[src/rtl/crypt_result_reader.sv]
`default_nettype none
// ============================================================================
//  Module      : crypt_result_reader
//  Description : Captures a WIDTH-bit result word on a start strobe and
//                streams it out LSB chunk first as CHUNK-bit beats over a
//                four-phase valid/ack handshake. Reports completion with a
//                one-cycle done pulse and flags starts that arrive while a
//                transfer is already in progress (sticky overrun).
//  Ports       : clk, rst (sync, active-high), ena (global freeze when 0),
//                start, abort, C_ex[WIDTH], ack_i  -> inputs
//                data_o[CHUNK], valid_o, last_o, busy_o, done_o, overrun_o
//                -> registered outputs
//  Revision    : 1.0  initial release
// ============================================================================
module crypt_result_reader #(
    parameter int WIDTH = 8,
    parameter int CHUNK = 4
) (
    input  logic             clk,
    input  logic             rst,
    input  logic             ena,
    input  logic             start,
    input  logic             abort,
    input  logic [WIDTH-1:0] C_ex,
    input  logic             ack_i,
    output logic [CHUNK-1:0] data_o,
    output logic             valid_o,
    output logic             last_o,
    output logic             busy_o,
    output logic             done_o,
    output logic             overrun_o
);

    localparam int c_BEATS = WIDTH / CHUNK;
    localparam int c_IDX_W = (c_BEATS > 1) ? $clog2(c_BEATS) : 1;
    localparam logic [c_IDX_W-1:0] c_LAST_IDX = c_IDX_W'(c_BEATS - 1);

    localparam logic [1:0] c_S_IDLE     = 2'd0;
    localparam logic [1:0] c_S_PRESENT  = 2'd1;
    localparam logic [1:0] c_S_WAIT_LOW = 2'd2;

    logic [1:0]         r_state;
    logic [c_IDX_W-1:0] r_idx;
    logic [WIDTH-1:0]   r_shadow;
    logic [CHUNK-1:0]   r_data;
    logic               r_valid;
    logic               r_last;
    logic               r_busy;
    logic               r_done;
    logic               r_overrun;

    logic [1:0]         w_state_nxt;
    logic [c_IDX_W-1:0] w_idx_nxt;
    logic [WIDTH-1:0]   w_shadow_nxt;
    logic               w_done_nxt;
    logic               w_overrun_nxt;
    logic               w_valid_nxt;
    logic               w_last_nxt;
    logic               w_busy_nxt;
    logic [CHUNK-1:0]   w_data_nxt;
    logic [CHUNK-1:0]   w_chunks [c_BEATS];

    // Chunk view of the next shadow value so the output data register can be
    // loaded with the beat that will be presented after this edge.
    for (genvar gi = 0; gi < c_BEATS; gi++) begin : g_chunk
        assign w_chunks[gi] = w_shadow_nxt[gi*CHUNK +: CHUNK];
    end

    // Next-state logic. Outputs are derived from the next state so that they
    // can be registered and still line up with the state they describe.
    always_comb begin
        w_state_nxt   = r_state;
        w_idx_nxt     = r_idx;
        w_shadow_nxt  = r_shadow;
        w_done_nxt    = 1'b0;
        w_overrun_nxt = r_overrun;

        if (abort) begin
            w_state_nxt = c_S_IDLE;
        end else begin
            case (r_state)
                c_S_IDLE: begin
                    if (start) begin
                        w_shadow_nxt = C_ex;
                        w_idx_nxt    = '0;
                        w_state_nxt  = c_S_PRESENT;
                    end
                end
                c_S_PRESENT: begin
                    if (start) w_overrun_nxt = 1'b1;
                    if (ack_i) w_state_nxt = c_S_WAIT_LOW;
                end
                c_S_WAIT_LOW: begin
                    if (start) w_overrun_nxt = 1'b1;
                    if (!ack_i) begin
                        if (r_idx == c_LAST_IDX) begin
                            w_state_nxt = c_S_IDLE;
                            w_done_nxt  = 1'b1;
                        end else begin
                            w_idx_nxt   = r_idx + c_IDX_W'(1);
                            w_state_nxt = c_S_PRESENT;
                        end
                    end
                end
                default: begin
                    w_state_nxt = c_S_IDLE;
                end
            endcase
        end

        w_valid_nxt = (w_state_nxt == c_S_PRESENT);
        w_busy_nxt  = (w_state_nxt != c_S_IDLE);
        w_last_nxt  = w_valid_nxt && (w_idx_nxt == c_LAST_IDX);
        w_data_nxt  = w_valid_nxt ? w_chunks[w_idx_nxt] : '0;
    end

    // ena=0 holds every register, including a pending done pulse.
    always_ff @(posedge clk) begin
        if (rst) begin
            r_state   <= c_S_IDLE;
            r_idx     <= '0;
            r_shadow  <= '0;
            r_data    <= '0;
            r_valid   <= 1'b0;
            r_last    <= 1'b0;
            r_busy    <= 1'b0;
            r_done    <= 1'b0;
            r_overrun <= 1'b0;
        end else if (ena) begin
            r_state   <= w_state_nxt;
            r_idx     <= w_idx_nxt;
            r_shadow  <= w_shadow_nxt;
            r_data    <= w_data_nxt;
            r_valid   <= w_valid_nxt;
            r_last    <= w_last_nxt;
            r_busy    <= w_busy_nxt;
            r_done    <= w_done_nxt;
            r_overrun <= w_overrun_nxt;
        end
    end

    assign data_o    = r_data;
    assign valid_o   = r_valid;
    assign last_o    = r_last;
    assign busy_o    = r_busy;
    assign done_o    = r_done;
    assign overrun_o = r_overrun;

endmodule
`default_nettype wire

[config.mk]
export PLATFORM = sky130hd
export DESIGN_NAME = crypt_result_reader
export DESIGN_NICKNAME = d
export VERILOG_FILES = /design/src/rtl/crypt_result_reader.sv
export SDC_FILE = /design/constraint.sdc
export NUM_CORES = 1
export LEC_CHECK = 0
export CORE_MARGIN = 1.5
export CORE_UTILIZATION = 48
export DETAILED_ROUTE_END_ITERATION = 8
export GPL_ROUTABILITY_DRIVEN = 0
export PLACE_DENSITY = 0.74
export RECOVER_POWER = 25
export SETUP_SLACK_MARGIN = 0.02
export SLEW_MARGIN = 40
export SYNTH_ARGS = -nofsm -noshare
export SYNTH_HDL_FRONTEND = slang
export SYNTH_SLANG_ARGS = --single-unit
[constraint.sdc]
create_clock -name clk -period 2.11 [get_ports clk]
set_clock_uncertainty 0.05 [all_clocks]
set_input_delay 0.5275 -clock clk [delete_from_list [all_inputs] [get_ports clk]]
set_output_delay 0.5275 -clock clk [all_outputs]
set_load 0.01 [all_outputs]
==> impl_metrics.py, run 1 <==
metrics = {
    "synthesis": {
        "synthMuxAreaShare_pct": 4.02,
        "synth.distinct_cells": 29,
        "synth.net_count": 139,
        "netlist_instances": 121,
        "synth_edf_count": 0,
        "synth_xor_xnor_area_share_pct": 0,
        "ys_seq_area_share_pct": 40.2,
        "yosysWarnings": 0,
        "synth_common_cells": "nand2_1, a21oi_1, dfxtp_1",
        "synthArstFlopShare_pct": 0,
        "yosysMostFrequentCell": "nand2_1",
        "synth_area_leaders": "dfxtp_1, a21oi_1, nand2_1",
        "synth_compound_area_share_pct": 25.1,
        "yosysTopAreaCellShare_pct": 40.2,
        "netlist_area_um2": 997,
        "synth-seq-cells": 20,
        "syn_avg_cell_area_um2": 8.24,
        "yosys.area_share.simple_pct": 20.2,
        "synth-adder-area-share_pct": 5.02,
        "yosysTopAreaCell": "dfxtp_1",
        "synth_top_family_by_area": "compound AO/OA/AOI/OAI gates",
        "synth_flop_cell": "dfxtp_1",
    },
    "die": {
        "io_pins": 23,
        "die_y_um": 48.6,
        "floorplan.initialDensity_pct": 50.8,
        "rows": 16,
        "core_um2": 1960,
        "die_area_um2": 2360,
        "fp.dieW_um": 48.6,
    },
    "grt": {
        "grt_pass1_wl_mm": 3.93,
        "track_usage_pct": 21.3,
        "grt_pass1_vias": 877,
        "grt-ovfl-total": 0,
        "grt_max_degree": 21,
        "antenna_found_initial": 0,
    },
    "run": {
        "maxCapViolCount": 0,
    },
    "finish": {
        "area_growth_pct": 29.5,
        "diodes": 0,
        "fin_nets": 169,
        "final_layout_size_suffix_gt1_share_pct": 10.7,
    },
    "clocking": {
        "cts-resized-gates": 0,
        "numCtsBuffers": 3,
        "clock-sinks": 20,
        "hold_buffers": 0,
        "h-tree-depth": 1,
        "cts_setup_buffers": 0,
        "clk_latency_ps": 290,
        "clockBufferDepth": 2,
        "tritoncts": "done",
        "root_buffer": "clkbuf_4",
        "clk_pin_slew_worst_paths_ps": 110,
    },
    "sta": {
        "fmax_mhz": 509,
        "fin_crit_sh_pct": 93.1,
        "fin_tns_setup_ps": 0,
        "setup_viol": 0,
        "tightest_slew_ps": 437,
        "maxSlewHeadroom_pct": 70.9,
        "finalHoldViolations": 0,
        "rsz0062_at_grt": "false",
        "drv_slew": 0,
        "fin_crit_ps": 1960,
    },
    "power_and_ir_drop": {
        "power.total_mw": 0.688,
        "power_frac_seq_pct": 57.6,
        "internal_power_mw": 0.516,
        "p_leak_nw": 0.498,
        "peakVddDrop_mv": 0.451,
        "pwr-share-comb_pct": 17.3,
        "swShare_pct": 25.1,
        "clkPwrFrac_pct": 25.1,
        "powerDensity_nw_per_um2": 533,
        "p_sw_mw": 0.173,
    },
    "status": {
        "outcome": "finished, final reports clean",
    },
    "detailed_routing": {
        "drt-total-wl_mm": 2.28,
        "drc": 0,
        "num_vias": 943,
        "viasPerCell": 5.36,
        "drt_iter0_drc": 23,
        "drtAntennaViolNets": 0,
        "firstDrtPassIters": 4,
        "wl_per_cell_um": 13.0,
    },
    "placed_design": {
        "io_buffers": 22,
        "dp_hpwl_mm": 1.77,
    },
    "setup_path": {
        "critical_path_class": "in2reg",
        "worst_setup_path_start_kind": "input pin",
        "crit_required_ps": 2290,
        "cp-end-kind": "flip-flop",
        "crit_fanout": 10,
        "crit_arrival_ps": 2140,
    },
    "min_path": {
        "hold_class": "reg2reg",
    },
}
-- cell type report --
type | count | area, um2
well taps | 27 | 33.8
repair buffers | 28 | 262
inverters | 10 | 37.5
clock buffers | 3 | 22.5
fillers | 192 | 671
flip-flops and latches | 20 | 400
multi-input cells | 88 | 536
-- stage by stage --
stage                     hold slack, ps  worst slack [ps]  cell area [um2]  util (%)  instances
final                                420               146             1290      65.8        176
after global routing                 443              86.7             1290      65.8        176
after CTS                            420               271             1300      66.3        176
after detailed placement             404             -28.0             1280      65.2        173
after global placement               397              3.95             1280      65.2        173
after floorplan                      386               488              997         -        121
-- worst paths after layout --
kind | startpoint | endpoint | slack (ps) | cells past startpoint
worst max-delay path | abort | r_shadow[2]$_SDFFE_PP0P_ | 150 | 8
worst max register to register | r_state[0]$_SDFFE_PP0P_ | data_o[2]$_SDFFE_PP0P_ | 250 | 7
worst min register to register | done_o$_SDFFE_PP0P_ | done_o$_SDFFE_PP0P_ | 420 | 2
worst min-delay path | done_o$_SDFFE_PP0P_ | done_o$_SDFFE_PP0P_ | 420 | 2
-- power groups by stage --
stage                     combinational [mW]  sequential (mW)  clock, mW
after floorplan                       0.0623            0.405          0
after global placement                 0.118            0.405          0
after detailed placement               0.120            0.405          0
after CTS                              0.120            0.396      0.179
after global routing                   0.130            0.398      0.200
final                                  0.119            0.396      0.173
-- flip-flops by register name, summed over array words and instances, names as in the netlist --
signal,flops
r_idx,1
busy_o,1
valid_o,1
overrun_o,1
last_o,1
done_o,1
r_shadow,8
r_state,2
data_o,4
-- cells by family after synthesis --
kind of cell               count (synthesis)
buffers and inverters                     13
AOI/OAI and AO/OA                         37
muxes                                      4
DFF                                       20
adders and majority gates                  4
and+or+nand+nor                           43
-- worst max-delay path: stages --
cell and delay (ps):
dlygate4sd3_1 590, nor2b_1 150, buf_4 150, nand2_4 90, nor2_2 90, clkbuf_1 300
nand2_1 100, a21oi_1 140
-- routing by layer --
metal / part of all wire (%) / vias up / track usage (%)
met5: 0 / - / 0
met2: 46 / 33 / 34.3
met3: 5.2 / 2 / 5.25
met1: 49 / 429 / 29.3
met4: 0.44 / 0 / 4.29
li1: - / 479 / -
-- cell usage in the layout (no fill, tap or decap), drive strengths merged, types with 2 or more instances in the layout --
| cell type | netlist | routed |
|---|---|---|
| a31oi | 2 | 2 |
| nand3 | 3 | 3 |
| clkbuf | 1 | 4 |
| buf | 1 | 5 |
| o32ai | 4 | 4 |
| a22o | 4 | 4 |
| nor2b | 2 | 2 |
| nand2 | 27 | 27 |
| nor2 | 7 | 7 |
| ha | 4 | 4 |
| a21oi | 21 | 21 |
| mux2i | 4 | 4 |
| dfxtp | 20 | 20 |
| clkdlybuf4s50 | 0 | 21 |
| inv | 10 | 10 |
Power figures use the tool's default switching activity.
==> inputs of run 2 (changes only) <==
Settings changed: TNS_END_PERCENT set to 30.
==> results of run 2 <==
Final layout, timing and power as in run 1 (identical DEF).
